**src/rtl/nand_gate.sv**
```systemverilog
// Purpose : WIDTH-lane bitwise 3-input NAND with a registered copy and a saturating output-transition counter.
// Latency : y is combinational (0 cycles); y_q follows y by 1 clk; toggle_cnt updates on the same edge as y_q.
// Backpressure: none; the block accepts a new operand set every cycle and never stalls.
//
// Ports:
//   a, b, c    - NAND operands, WIDTH bits each
//   y          - combinational ~(a & b & c), independent of clk and rst
//   clk, rst   - rising-edge clock; asynchronous active-high reset
//   y_q        - y registered on every rising edge; resets to all ones
//   toggle_cnt - number of edges on which y_q changed, saturating at all ones
//   cnt_sat    - high while toggle_cnt sits at its maximum value
module nand_gate #(
    parameter int WIDTH = 1,
    parameter int CNT_W = 16
) (
    input  logic [WIDTH-1:0] a,
    input  logic [WIDTH-1:0] b,
    input  logic [WIDTH-1:0] c,
    output logic [WIDTH-1:0] y,
    input  logic             clk,
    input  logic             rst,
    output logic [WIDTH-1:0] y_q,
    output logic [CNT_W-1:0] toggle_cnt,
    output logic             cnt_sat
);

    logic [WIDTH-1:0] y_q_q;
    logic [WIDTH-1:0] y_q_d;
    logic [CNT_W-1:0] cnt_q;
    logic [CNT_W-1:0] cnt_d;
    logic             y_changes;
    logic             cnt_at_max;

    // A known 0 on any operand forces a 1 in that lane; unknowns on the
    // remaining operands propagate naturally through the reduction.
    assign y = ~(a & b & c);

    // Only the value actually present at the edge matters, so any amount of
    // input activity within one period collapses to at most one count.
    assign y_changes  = |(y ^ y_q_q);
    assign cnt_at_max = (cnt_q == {CNT_W{1'b1}});

    always_comb begin
        y_q_d = y;
        cnt_d = cnt_q;
        if (y_changes && !cnt_at_max) begin
            cnt_d = cnt_q + CNT_W'(1);
        end
    end

    // Reset value of y_q is the NAND of all-zero operands.
    always_ff @(posedge clk or posedge rst) begin
        if (rst) begin
            y_q_q <= {WIDTH{1'b1}};
            cnt_q <= '0;
        end else begin
            y_q_q <= y_q_d;
            cnt_q <= cnt_d;
        end
    end

    assign y_q        = y_q_q;
    assign toggle_cnt = cnt_q;
    // cnt_q is cleared by reset, so this reads 0 throughout reset.
    assign cnt_sat    = cnt_at_max;

endmodule

```
**config.mk**
```make
export PLATFORM = sky130hd
export DESIGN_NAME = nand_gate
export DESIGN_NICKNAME = d
export VERILOG_FILES = /design/src/rtl/nand_gate.sv
export SDC_FILE = /design/constraint.sdc
export NUM_CORES = 1
export LEC_CHECK = 0
export CORE_MARGIN = 4
export CORE_UTILIZATION = 35
export DETAILED_ROUTE_END_ITERATION = 16
export SLEW_MARGIN = 30
export SYNTH_ARGS = -nofsm -noshare
export SYNTH_HDL_FRONTEND = slang
export SYNTH_SLANG_ARGS = --single-unit
```
**constraint.sdc**
```tcl
create_clock -name clk -period 1.5 [get_ports clk]
set_input_delay 0.225 -clock clk [delete_from_list [all_inputs] [get_ports clk]]
set_output_delay 0.225 -clock clk [all_outputs]
set_load 0.01 [all_outputs]
```
==> reports/results.txt, run 1 <==
CP Max Fanout: 2
CP bufs+invs: 1
Peak VDD IR: 0.001124 V
Chip Width: 57.99 um
GRT overflow: 0
Setup CP Type: register to register
drt first pass iters: 4
fraction of registers with async set/reset: 100.0%
fin. max-slew vios: 0
Post-Syn Area per Cell: 11.36 um2
Clock Latency Late Sink: 0.30 ns
Synth Cell Area: 874.6 um2
slowest stage delay, CP: 0.40 ns
switching pwr: 517.2 uW
initial antenna violation count: 0
Syn Nets: 83
Post-Route Utilization: 68.03%
antenna-violating nets left: 0
CP required: 1.70 ns
fillers: 194
Int Power: 1019 uW
register bit total from synthesis: 17
Critical Path Source: toggle_cnt[1]
reg-to-reg critical path endpoint: toggle_cnt[12]
Placer Congestion: 0.7835
routed via count: 821
Reg2Reg Setup Slack: -0.1 ns
first-pass GRT wire length: 3905 um
Mapped Cells: 77
# DRC: 0
routed wire length: 2338 um
Top Ports: 24
Critical R2R Launch: toggle_cnt[1]
Critical Path Sink Type: register
synth warn: 0
Critical Path AT: 1.79 ns
clock slew at reported path FFs: 0.11 ns
status: finished with violations
unrepaired setup endpoints after global routing: true
Longest Clk Path Bufs: 2
failing checks: setup timing
post-detailed-route wirelength per cell: 14.26 um
max-cap viol count: 0
worst setup slack after layout: -0.09526 ns
cell family with most CP delay: simple AND/OR/NAND/NOR gates
antenna cells: 0
Setup violations, final: 5
worst-margin pin slew: 0.4036 ns
CTS sink cnt: 17
Tightest Hold Check Type: input pin to asynchronous set/reset pin
final non-filler cell area: 1563 um2
Port Buffers: 23
pin count of the biggest net entering global routing: 11
DP Cell Count: 156
Total GRT Usage: 15.03%
Worst Skew: 0.01195 ns
Sw Share: 33.66%
Clock Power Share: 16.3%
P_leak: 0.0007311 uW
Pwr Density: 983.3 nW/um2
initial core utilization: 38.07%
DP HPWL: 1727 um
Hold Fails Final Rpt: 0
total placed instance area: 1378 um2
CP cell instances: ha_4 > nand4_4 > buf_6 > or2_4 > nor3_4 > mux2_4
reg2reg path depth: 6
H-tree depth: 1
ys flop type: dfrtp_1
Root Buffer: clkbuf_4
Final period util: 106.4%
CTS tree: done
fin crit period: 1.595 ns
post-synthesis sequential area ratio: 48.78%
initial drt markers: 9
Logic pwr share: 44.1%
die area: 3363 um2
Unique masters post-synth: 25
via density per instance: 5.006
Slowest cell on crit path: dfrtp_1
Seq pwr share: 39.6%
post-place setup slack: -0.3631 ns
row count: 17
number of synthesized flops with an enable pin: 0
slew margin rel.: 73.10%
Final #Nets: 143
layout cell share with drive strength beyond 1: 44.85%
cts bufs inserted: 3
top achievable clock speed: 626.9 MHz
die height: 57.99 um
synth-to-layout area growth: 78.68%
vias in the first global route: 869
final std cells w/o fill: 164
Setup crit start kind: register
Core Footprint: 2297 um2
-- cells in the final DEF, fill, tap and decap left out --
master | synthesis | layout
and2_1 | 1 | 1
and3_2 | 1 | 1
buf_12 | 0 | 1
buf_2 | 0 | 1
buf_4 | 0 | 28
buf_6 | 0 | 3
clkbuf_4 | 0 | 3
clkdlybuf4s50_1 | 0 | 1
clkinv_2 | 0 | 1
dfrtp_1 | 16 | 15
dfrtp_2 | 0 | 1
dfstp_2 | 1 | 1
dlygate4sd2_1 | 0 | 17
dlymetal6s2s_1 | 0 | 4
ha_4 | 0 | 1
inv_1 | 2 | 2
mux2_4 | 1 | 2
nand2_1 | 4 | 4
nand3_1 | 6 | 3
nand3_2 | 1 | 3
nand3_4 | 0 | 1
nand4_1 | 6 | 6
nand4_4 | 0 | 3
nor2_1 | 3 | 2
nor2_2 | 1 | 1
nor2_4 | 0 | 1
nor3_1 | 5 | 2
nor3_2 | 0 | 1
nor3_4 | 0 | 2
nor3b_1 | 1 | 1
nor4_1 | 2 | 1
nor4_4 | 1 | 2
nor4b_2 | 0 | 1
o41a_1 | 1 | 1
or2_4 | 0 | 1
or3_4 | 0 | 1
xnor2_1 | 9 | 8
xnor2_4 | 0 | 1
xor2_1 | 7 | 7
-- metrics by stage --
step	TNS (ns)	power, uW	hold WS (ns)
2_1_floorplan	-0.2366	874.0	0.1503
3_3_place_gp	-2.849	1247	0.5233
3_5_place_dp	-3.825	1256	0.5243
4_1_cts	-0.9333	1519	0.2076
5_1_grt	-0.7959	1663	0.2185
6_report	-0.2886	1537	0.1988
-- synth_stat cells, types with 2 or more instances --
master,count,share of area [%]
xnor2_1,9,9.0
nor3_1,5,2.9
nand3_1,6,3.4
xor2_1,7,7.0
nor4_1,2,1.4
dfrtp_1,16,46
inv_1,2,0.86
nand4_2,3,4.3
nand2_1,4,1.7
nand4_1,6,4.3
nor2_1,3,1.3
-- repair_timing --
| action | 4_1_cts | 5_1_grt |
|---|---|---|
| pin swaps | 2 | 13 |
| setup endpoints to repair | 33 | 19 |
| buffers inserted | 3 | 1 |
| gates resized for setup | 25 | 21 |
| gates cloned | 0 | 0 |
| hold buffers | 0 | 0 |
-- cells by family after synthesis --
| logic type | share of synthesized area [%] |
|---|---|
| XOR/XNOR | 16.02 |
| AND/OR/NAND/NOR | 28.61 |
| flip-flops | 48.78 |
| AO/OA/AOI/OAI | 1.287 |
| adder cells (fa/ha/maj) | 1.430 |
| multiplexers | 3.004 |
| buffers and inverters | 0.8587 |
-- layer usage --
| layer | GRT usage [%] | routed length [um] | vias to the layer above |
|---|---|---|---|
| li1 | - | - | 396 |
| met1 | 19.92 | 986 | 396 |
| met2 | 24.52 | 1227 | 24 |
| met3 | 2.227 | 89 | 5 |
| met4 | 5.960 | 36 | 0 |
| met5 | 0 | 0 | - |
-- registers in the layout (all words and copies together), names as in the netlist --
register and cells:
toggle_cnt 16, y_q 1
-- worst max path at each step --
stage	to	slack (ns)	cells after the start
3_5_place_dp	toggle_cnt[1]	-0.36	5
6_report	toggle_cnt[12]	-0.1	6
4_1_cts	y_q	-0.15	1
5_1_grt	cnt_sat	-0.14	3
2_1_floorplan	toggle_cnt[1]	-0.10	5
3_3_place_gp	toggle_cnt[1]	-0.27	5
-- power by group through the flow --
stage	Combinational, uW	Sequential (uW)	Clock (uW)
after global routing	760	619	284
after CTS	657	605	257
final	677	609	251
after floorplan	172	702	0
after global placement	638	609	0
after detailed placement	641	615	0
-- cell type report --
class / instances / area, um2 / area share, %
Tap cell: 28 / 35.03 / 2.242
Inverter: 2 / 7.507 / 0.4804
Timing Repair Buffer: 55 / 478.0 / 30.58
Clock inverter: 1 / 5.005 / 0.3203
Multi-Input combinational cell: 58 / 586.8 / 37.55
Clock buffer: 3 / 22.52 / 1.441
Sequential cell: 17 / 427.9 / 27.38
Power figures use the tool's default switching activity.
==> inputs of run 2 (changes only) <==
--- a/config.mk
+++ b/config.mk
@@ -5,9 +5,12 @@
 export SDC_FILE = /design/constraint.sdc
 export NUM_CORES = 1
 export LEC_CHECK = 0
+export ABC_CLOCK_PERIOD_IN_PS = 1500
 export CORE_MARGIN = 4
 export CORE_UTILIZATION = 35
+export CTS_CLUSTER_SIZE = 16
 export DETAILED_ROUTE_END_ITERATION = 16
+export PLACE_DENSITY_LB_ADDON = 0.15
 export SLEW_MARGIN = 30
 export SYNTH_ARGS = -nofsm -noshare
 export SYNTH_HDL_FRONTEND = slang
==> run 2 against run 1 <==
- the flow still finishes with violations (setup timing)
- flip-flop and latch count is the same
- hold slack worse by 0.031 ns
- clock power is essentially flat
- worst setup slack worse by 0.041 ns
- clock-buffer cell count grew 1
- largest cell class unchanged
- largest power group unchanged
==> reports/results.txt, run 2 (synthesis gave the netlist of run 1 again) <==
Critical Path AT: 1.82 ns (+0.03 ns)
row count: 17 (unchanged)
Peak VDD IR: 0.0008254 V (-27%)
antenna cells: 0 (unchanged)
first-pass GRT wire length: 3877 um (-0.72%)
Final #Nets: 146 (+2.1%)
routed wire length: 2523 um (+7.9%)
max-cap viol count: 0 (unchanged)
CP required: 1.69 ns (about the same)
post-detailed-route wirelength per cell: 15.11 um (+6.0%)
layout cell share with drive strength beyond 1: 46.04% (+1.2 points)
Worst Skew: 0.008742 ns (-0.003212 ns)
CP Max Fanout: 3 (+1)
slew margin rel.: 73.20% (+0.11 points)
fin. max-slew vios: 0 (unchanged)
Top Ports: 24 (unchanged)
max reg flops: 16 (unchanged)
CTS tree: done
CP cell instances: ha_4 > nand4_4 > buf_6 > or2_4 > nor3_4 > mux2_4
post-place setup slack: -0.3421 ns (+0.02099 ns)
Core Footprint: 2297 um2 (unchanged)
initial core utilization: 38.07% (unchanged)
Final period util: 109.1% (+2.7 points)
top achievable clock speed: 611.2 MHz (-2.5%)
worst setup slack after layout: -0.1360 ns (-0.04075 ns)
routed via count: 839 (+2.2%)
pin count of the biggest net entering global routing: 12 (+1)
CTS Hold Bufs: 0 (unchanged)
slowest stage delay, CP: 0.40 ns (about the same)
unrepaired setup endpoints after global routing: true
via density per instance: 5.024 (+0.36%)
Chip Width: 57.99 um (unchanged)
cts bufs inserted: 3 (unchanged)
Slowest cell on crit path: dfrtp_1
most common cell after layout, fill and taps aside: buf_4
Tightest Hold Check Type: input pin to asynchronous set/reset pin
DP HPWL: 1702 um (-1.4%)
Setup CP Type: register to register
Hold Fails Final Rpt: 0 (unchanged)
failing checks: setup timing
H-tree depth: 1 (unchanged)
Longest Clk Path Bufs: 2 (unchanged)
fin crit period: 1.636 ns (+0.04075 ns)
worst-margin pin slew: 0.4005 ns (-0.003102 ns)
P_leak: 0.0007471 uW (+2.2%)
Clock Latency Late Sink: 0.29 ns (about the same)
die height: 57.99 um (unchanged)
initial antenna violation count: 0 (unchanged)
Root Buffer: clkbuf_4
Total GRT Usage: 15.11% (+0.074 points)
Port Buffers: 23 (unchanged)
initial drt markers: 12 (+3)
synth-to-layout area growth: 81.12%
Placer Congestion: 0.8077 (+3.1%)
setup tns final: -0.6539 ns (-0.3653 ns)
die area: 3363 um2 (unchanged)
Setup violations, final: 10 (+5)
Pwr Density: 959.9 nW/um2 (-2.4%)
drt first pass iters: 4 (unchanged)
CTS sink cnt: 17 (unchanged)
GRT overflow: 0 (unchanged)
most frequent cells in the layout: buf_4 (32), dlygate4sd2_1 (17), dfrtp_1 (15)
Setup crit start kind: register
clock slew at reported path FFs: 0.11 ns (about the same)
Critical Path Sink Type: register
status: finished with violations
vias in the first global route: 837 (-3.7%)
antenna-violating nets left: 0 (unchanged)
# DRC: 0 (unchanged)
==> run 2: cell types whose count changed in the layout (fill, tap and decap cells not counted), sizes merged <==
| cell | change |
|---|---|
| clkbuf | +1 |
| dlymetal6s2s | -1 |
| clkinv | -1 |
| buf | +3 |
| clkdlybuf4s15 | +1 |
==> run 2: cell type report <==
type / instances / area, um2
clock buffer: 4 / 26.28
fill: 188 / 713.2
inverter: 2 / 7.507
multi-input combinational: 58 / 601.8
sequential: 17 / 427.9
tap: 28 / 35.03
timing repair buffer: 58 / 485.5
==> run 2: where the power goes <==
part	internal [uW]	total, uW	switching, uW
logic	356	658	302
clock network	103	249	146
registers	543	613	70.3
==> run 2: worst max-delay path, delay by kind of cell, from the launching register on <==
family	cells	cell delay [ns]
fa+ha+maj	1	0.17
buf+inv	1	0.15
flops	1	0.40
mux	1	0.31
simple gates	3	0.52
==> run 2: metrics by stage <==
stage / std cells / cell area, um2 / util, % / total power [uW] / hold slack (ns)
finish: 167 / 1584 / 68.95 / 1521 / 0.1680
CTS: 162 / 1454 / 63.29 / 1498 / 0.1761
floorplan: 77 / 902.1 / - / 874.0 / 0.1503
global placement: 155 / 1370 / 59.64 / 1224 / 0.4915
global route: 167 / 1584 / 68.95 / 1621 / 0.1749
detailed placement: 155 / 1370 / 59.64 / 1235 / 0.4903
==> run 2: metal layers <==
layer / global-route usage (%) / share of wire, %
met5: 0 / 0
met4: 5.298 / 0.75
met3: 3.563 / 4.1
met2: 25.48 / 54
met1: 18.78 / 41
==> run 2: path summary, 6_finish.rpt <==
check / start / slack (ns) / depth (start not counted) / to
setup / recovery: toggle_cnt[1] / -0.14 / 6 / toggle_cnt[12]
hold reg to reg: toggle_cnt[6] / 0.58 / 2 / toggle_cnt[6]
max in group asynchronous: rst / 0.89 / 3 / toggle_cnt[10]
min in group clk: c / 0.32 / 3 / y_q
setup reg to reg: toggle_cnt[1] / -0.14 / 6 / toggle_cnt[12]
hold / removal: rst / 0.17 / 2 / toggle_cnt[1]
==> run 2: timing repair <==
action	4_1_cts	5_1_grt
pin swaps	3	15
buffers inserted	3	5
gates resized for setup	31	17
setup endpoints to repair	34	17
==> inputs of run 3 (changes only) <==
--- a/config.mk
+++ b/config.mk
@@ -6,6 +6,7 @@
 export NUM_CORES = 1
 export LEC_CHECK = 0
 export ABC_CLOCK_PERIOD_IN_PS = 1500
+export CAP_MARGIN = 25
 export CORE_MARGIN = 4
 export CORE_UTILIZATION = 35
 export CTS_CLUSTER_SIZE = 16
==> results of run 3 <==
Same layout as run 2: the final DEF is identical, and so are final timing and power.
